===== src/rtl/sequential_divider.sv =====
// Iterative unsigned N-bit restoring divider: one quotient bit per cycle,
// valid/ready handshakes on both the operand and the result side.
module sequential_divider #(
  parameter int N = 16
) (
  input  logic         clock,
  input  logic         reset,
  input  logic         in_valid,
  output logic         in_ready,
  input  logic [N-1:0] dividend,
  input  logic [N-1:0] divisor,
  output logic         out_valid,
  input  logic         out_ready,
  output logic [N-1:0] quotient,
  output logic [N-1:0] remainder,
  output logic         div_zero
);

  localparam int CNT_W = (N > 2) ? $clog2(N) : 1;
  localparam logic [CNT_W-1:0] LAST = CNT_W'(N - 1);

  localparam logic [1:0] IDLE = 2'd0;
  localparam logic [1:0] RUN  = 2'd1;
  localparam logic [1:0] DONE = 2'd2;

  logic [1:0]       state;
  logic [CNT_W-1:0] count;
  logic [N-1:0]     d_reg;
  logic [N-1:0]     q_reg;
  // The partial remainder is always below the divisor after a step, so N bits hold it.
  logic [N-1:0]     r_reg;

  logic [N:0]       r_shift;
  logic [N:0]       trial;
  logic [N-1:0]     r_next;
  logic [N-1:0]     q_next;

  always_comb begin
    r_shift = {r_reg, q_reg[N-1]};
    trial   = r_shift - {1'b0, d_reg};
    r_next  = trial[N] ? r_shift[N-1:0] : trial[N-1:0];
    q_next  = {q_reg[N-2:0], ~trial[N]};
  end

  assign in_ready  = (state == IDLE);
  assign out_valid = (state == DONE);

  always_ff @(posedge clock) begin
    if (!reset) begin
      state     <= IDLE;
      count     <= '0;
      quotient  <= '0;
      remainder <= '0;
      div_zero  <= 1'b0;
    end else begin
      case (state)
        IDLE: begin
          if (in_valid) begin
            if (divisor == '0) begin
              quotient  <= '1;
              remainder <= dividend;
              div_zero  <= 1'b1;
              state     <= DONE;
            end else begin
              d_reg <= divisor;
              q_reg <= dividend;
              r_reg <= '0;
              count <= '0;
              state <= RUN;
            end
          end
        end
        RUN: begin
          r_reg <= r_next;
          q_reg <= q_next;
          count <= count + 1'b1;
          if (count == LAST) begin
            quotient  <= q_next;
            remainder <= r_next;
            div_zero  <= 1'b0;
            state     <= DONE;
          end
        end
        DONE: begin
          if (out_ready) state <= IDLE;
        end
        default: state <= IDLE;
      endcase
    end
  end

endmodule


===== config.mk =====
export PLATFORM = sky130hd
export DESIGN_NAME = sequential_divider
export DESIGN_NICKNAME = d
export VERILOG_FILES = /design/src/rtl/sequential_divider.sv
export SDC_FILE = /design/constraint.sdc
export NUM_CORES = 1
export LEC_CHECK = 0
export BUFFER_PORTS_ARGS = -buffer_cell sky130_fd_sc_hd__buf_2
export CORE_ASPECT_RATIO = 2
export CORE_MARGIN = 1
export CORE_UTILIZATION = 55
export DETAILED_ROUTE_END_ITERATION = 6
export PLACE_DENSITY = 0.78
export SETUP_SLACK_MARGIN = 0.02
export SLEW_MARGIN = 20
export SYNTH_ARGS = -nofsm -noshare
export SYNTH_HDL_FRONTEND = slang
export SYNTH_SLANG_ARGS = --single-unit

===== constraint.sdc =====
create_clock -name clock -period 2.9 [get_ports clock]
set_input_delay 0.29 -clock clock [delete_from_list [all_inputs] [get_ports clock]]
set_output_delay 0.29 -clock clock [all_outputs]
set_load 0.05 [all_outputs]

==> flow_summary.ini, run 1 <==
[power_and_ir_drop]
power_density_nw_per_um2 = 575
finalPower_uw = 3050
ir_drop_mv = 0.439
leakagePower_uw = 0.00244

[cts]
root_buffer = clkbuf_16
clock-sinks = 87
clock_path_buffers = 2
numCtsBuffers = 9
htreeDepth = 3
cts_tree = yes
clkTransAtPathRegs_ps = 60
clk_latency_ps = 340

[detailed_routing]
drt_pass1_iterations = 4
drc = 0
viasPerCell = 5.74
vias = 3565
final_antenna_net_count = 0
drtIter0Drc = 229
routed_wl_mm = 10.2
routedWlPerCell_um = 16.4

[die]
std_cell_rows = 45
die_h_um = 128
die-area_um2 = 8350
die_width_um = 65.1
coreArea_um2 = 7660
start_util_pct = 57.2
boundaryPins = 71

[finish]
num-nets-final = 576
syn_to_final_growth_pct = 21.1
final_common_cell = nand2_1
utilization_pct = 69.3
diodes = 0
drive_above_1_share_pct = 24.1
nFillCells = 627
mostFrequentLayoutCells = 77 x nand2_1, 70 x buf_2, 48 x edfxtp_1
instances_no_fill = 621

[synth]
ys_seq_area_share_pct = 50.7
yosys_most_used_dff = edfxtp_1
synth_warnings = 0
syn-cell-area_um2 = 4380
synth-edff-count = 48
synth_fp_nets = 497
synth-seq-cells = 87
synth.avg_cell_area_um2 = 9.89
ys_async_sr_fraction_pct = 0
syn_inst = 443
synth_cell_types = 48

[grt]
grt_antenna_before_repair = 0
grt_pass1_wl_mm = 16.2
grtUsageTotal_pct = 25.9
grt_pass1_vias = 3447
grt_overflow = 0
grt_max_degree = 41

[run]
cap_violations = 0

[sta]
worst_pin_slew_ps = 494
finClkSkew_ps = 8.73
hold_ws_ps = 141
drv_slew = 0
finalWorstSetupSlack_ps = 112
fin_crit_ps = 2790
setup_violations = 0
finalHoldViolations = 0
post-route-period-util_pct = 96.1
relSlewSlack_pct = 67.1
fmax_ghz = 0.359

[placed_design]
gp_congestion = 0.932
pre_cts_slack_ps = 25.0
io_buffers = 70
place.detailed.hpwl_mm = 7.38
dpl.cell_count = 601

[worst_setup_path]
crit_type = register to register
crit_slowest_cell = edfxtp_1
critical_path_arrival_ps = 2860
crit_fanout = 5
crit_path_end_kind = register
cp.required_ps = 2970
max_stage_delay_ps = 380
start_kind = register
cp_cell_sequence = ha_1 > fa_1 > nand2b_1 > a21oi_2 > nor4_2 > o211ai_2 > buf_4 > xor2_4 > buf_6 > mux2i_4 > nor2_1

[run_status]
status = finished, final reports clean

[min_path]
holdCritPathClass = input pin to register
[worst paths after layout]
check / slack [ps] / endpoint / start / cells past startpoint
hold reg to reg: 490 / count[3] / count[3] / 1
setup reg to reg: 110 / r_reg[15] / d_reg[0] / 11
setup / recovery: 110 / r_reg[15] / d_reg[0] / 11
hold / removal: 140 / d_reg[15] / divisor[15] / 1
[routing by layer]
metal,GRT usage (%),routed length (um),vias to the layer above
met4,13.7,340,0
met5,0,0,-
li1,-,-,1735
met3,4.72,401,23
met1,29.3,4010,1713
met2,45.0,5430,94
[cells by family (layout without fill, tap and decap cells)]
| family | after synthesis | count (layout) | synth area share, % |
|---|---|---|---|
| compound gates | 116 | 116 | 19.8 |
| xor+xnor | 14 | 14 | 3.14 |
| fa+ha+maj | 18 | 18 | 5.31 |
| buf+inv | 54 | 138 | 4.97 |
| flops | 87 | 87 | 50.7 |
| mux | 2 | 2 | 0.457 |
| simple gates | 152 | 152 | 15.6 |
[power breakdown]
part	switching (uW)	internal, uW	leakage [uW]
registers	30.3	1360	0.000774
clock network	462	689	0.000139
logic	300	202	0.00153
[synthesized netlist by cell type (all sizes together), types with 2 or more instances]
| cell | number | area share (%) |
|---|---|---|
| o21ai | 33 | 3.8 |
| o21a | 2 | 0.34 |
| a21oi | 25 | 3.5 |
| a21boi | 3 | 0.51 |
| o221a | 13 | 3.3 |
| nor3 | 2 | 0.23 |
| a21o | 3 | 0.51 |
| xor2 | 6 | 1.4 |
| o31ai | 3 | 0.86 |
| nor2 | 32 | 2.7 |
| mux2i | 2 | 0.46 |
| inv | 29 | 2.5 |
| edfxtp | 48 | 33 |
| nand4 | 3 | 0.43 |
| buf | 5 | 0.77 |
| nand3 | 8 | 0.91 |
| xnor2 | 8 | 1.8 |
| o211a | 16 | 3.7 |
| nand2b | 9 | 1.3 |
| and4 | 2 | 0.40 |
| ha | 17 | 4.9 |
| clkbuf | 19 | 1.6 |
| and2 | 3 | 0.43 |
| and3 | 2 | 0.29 |
| nand2 | 77 | 6.6 |
| o211ai | 6 | 1.3 |
| nor2b | 6 | 0.86 |
| a31oi | 7 | 1.0 |
| nor4 | 5 | 0.86 |
| dfxtp | 39 | 18 |
[metrics by stage]
| step | instance area, um2 | TNS, ps |
|---|---|---|
| 2_1_floorplan | 4380 | 0 |
| 5_1_grt | 5300 | -29.5 |
| 6_report | 5300 | 0 |
| 3_5_place_dp | 4930 | 0 |
| 4_1_cts | 5240 | 0 |
| 3_3_place_gp | 4930 | 0 |
[worst max-delay path: cells and delay by family, from the launching register on]
family | cells | cell delay [ps]
AOI/OAI and AO/OA | 2 | 420
xor gates and xnor gates | 1 | 190
and+or+nand+nor | 3 | 340
muxes | 1 | 240
buffers and inverters | 2 | 330
DFF | 1 | 380
adders and majority gates | 2 | 610
[cell type report]
type                       instances  area (um2)  area share (%)
multi-input combinational        302        1990            37.6
inverter                          30         113            2.12
tap                               94         118            2.22
sequential                        87        2220            41.9
timing repair buffer              92         557            10.5
clock inverter                     5        57.6            1.09
clock buffer                      11         243            4.58
[what timing repair did]
action | 4_1_cts | 5_1_grt
gates resized for setup | 1 | 5
pin swaps | 0 | 4
hold buffers | 0 | 0
setup endpoints to repair | 1 | 12
buffers inserted | 0 | 4
(Power assumes the default switching activity.)
==> run 2: changes to the inputs <==
--- a/config.mk
+++ b/config.mk
@@ -5,10 +5,11 @@
 export SDC_FILE = /design/constraint.sdc
 export NUM_CORES = 1
 export LEC_CHECK = 0
-export BUFFER_PORTS_ARGS = -buffer_cell sky130_fd_sc_hd__buf_2
+export BUFFER_PORTS_ARGS = -buffer_cell sky130_fd_sc_hd__buf_4
 export CORE_ASPECT_RATIO = 2
 export CORE_MARGIN = 1
 export CORE_UTILIZATION = 55
+export CTS_CLUSTER_SIZE = 16
 export DETAILED_ROUTE_END_ITERATION = 6
 export PLACE_DENSITY = 0.78
 export SETUP_SLACK_MARGIN = 0.02
==> run 2 against run 1 <==
  * Largest power group unchanged
  * Critical path depth is 1 lower
  * Final area is 2.6% higher
  * Hold slack worse by 14 ps
  * Setup slack better by 23 ps
  * Register-to-register slack better by 20 ps
  * Sequential power hardly changed
==> flow_summary.ini, run 2 (synthesis gave the netlist of run 1 again) <==
[power_and_ir_drop]
power_density_nw_per_um2 = 560
finalPower_uw = 3050
ir_drop_mv = 0.457
leakagePower_uw = 0.00246

[cts]
clkTransAtPathRegs_ps = 70
clock_path_buffers = 2
holdBufCountCts = 0
clock-sinks = 87
root_buffer = clkbuf_16
clk_latency_ps = 340
cts_tree = yes
htreeDepth = 3
numCtsBuffers = 9

[die]
std_cell_rows = 45
start_util_pct = 57.2
die-area_um2 = 8350
coreArea_um2 = 7660
die_h_um = 128
boundaryPins = 71
die_width_um = 65.1

[sta]
fin_setup_tns_ps = 0
finClkSkew_ps = 10.3
setup_violations = 0
relSlewSlack_pct = 62.3
drv_slew = 0
rsz0062_at_grt = false
worst_pin_slew_ps = 561
post-route-period-util_pct = 95.3
fmax_ghz = 0.362
fin_crit_ps = 2760
finalHoldViolations = 0
finalWorstSetupSlack_ps = 135

[grt]
grt_pass1_wl_mm = 16.6
grt_overflow = 0
grt_antenna_before_repair = 0
grt_max_degree = 41
grtUsageTotal_pct = 26.6
grt_pass1_vias = 3473

[finish]
final_common_cell = buf_4
seqCellArea_um2 = 2220
syn_to_final_growth_pct = 24.2
mostFrequentLayoutCells = 85 x buf_4, 77 x nand2_1, 48 x edfxtp_1
utilization_pct = 71.1
nFillCells = 627
multi_input_area_um2 = 1980
post-route-cell-area_um2 = 5440
num-nets-final = 573
drive_above_1_share_pct = 23.7
diodes = 0

[detailed_routing]
drt_pass1_iterations = 4
routed_wl_mm = 10.6
drtIter0Drc = 224
viasPerCell = 5.76
final_antenna_net_count = 0
drc = 0
vias = 3558
routedWlPerCell_um = 17.1

[placed_design]
place.detailed.hpwl_mm = 7.76
placed_area_um2 = 5080
pre_cts_slack_ps = -0.433
io_buffers = 70
gp_congestion = 0.919

[run_status]
status = finished, final reports clean

[min_path]
holdPathStages = 1
min_from = divisor[12]
holdCritPathClass = input pin to register

[worst_setup_path]
worstReg2RegStart = d_reg[2]
crit_path_end_kind = register
cp.required_ps = 2990
worst_r2r_path_depth = 10
crit_fanout = 4
critical_path_arrival_ps = 2860
crit_type = register to register
start_kind = register
critPathLaunch = d_reg[2]

[run]
cap_violations = 0
## run 2: cell type report
cell class	instances	area share [%]
clock buffers	10	4.21
clock inverters	6	1.10
inverters	30	2.07
multi-input cells	302	36.4
flip-flops and latches	87	40.8
well taps	94	2.16
repair buffers	89	13.2
## run 2: metrics by stage
stage               std cells  hold WS, ps
finish                    618          127
global route              618          122
CTS                       614          123
detailed placement        598          479
global placement          598          455
floorplan                 443          389
## run 2: timing repair
item,CTS,global route
resized for setup,2,2
buffers inserted,0,4
setup endpoints to repair,5,17
hold endpoints to repair,0,0
pin swaps,1,4
## run 2: where the power goes
| group | internal [uW] | total (uW) | switching, uW |
|---|---|---|---|
| sequential | 1360 | 1390 | 29.3 |
| clock | 665 | 1130 | 468 |
| combinational | 217 | 523 | 305 |
## run 2: path summary, 6_finish.rpt
check | end | slack (ps)
worst min register to register | count[3] | 490
worst min-delay path | d_reg[12] | 130
worst max-delay path | r_reg[15] | 140
worst max register to register | r_reg[15] | 140
## run 2: layer usage
| metal | share of wire (%) | up-vias | wire length (um) | global-route usage, % |
|---|---|---|---|---|
| li1 | - | 1738 | - | - |
| met4 | 2.5 | 0 | 264 | 12.3 |
| met5 | 0 | - | 0 | 0 |
| met1 | 39 | 1717 | 4120 | 29.7 |
| met2 | 55 | 86 | 5840 | 47.9 |
| met3 | 3.3 | 17 | 352 | 4.63 |
## run 2: worst max-delay path, cell delays in order (launching register included)
cell      delay [ps]
edfxtp_1         350
inv_1            140
ha_1             320
o211ai_1         230
a21oi_1          100
o211ai_1         310
o21ai_1          190
a221oi_1         400
xnor2_1          140
mux2i_2          260
nor2_1            60
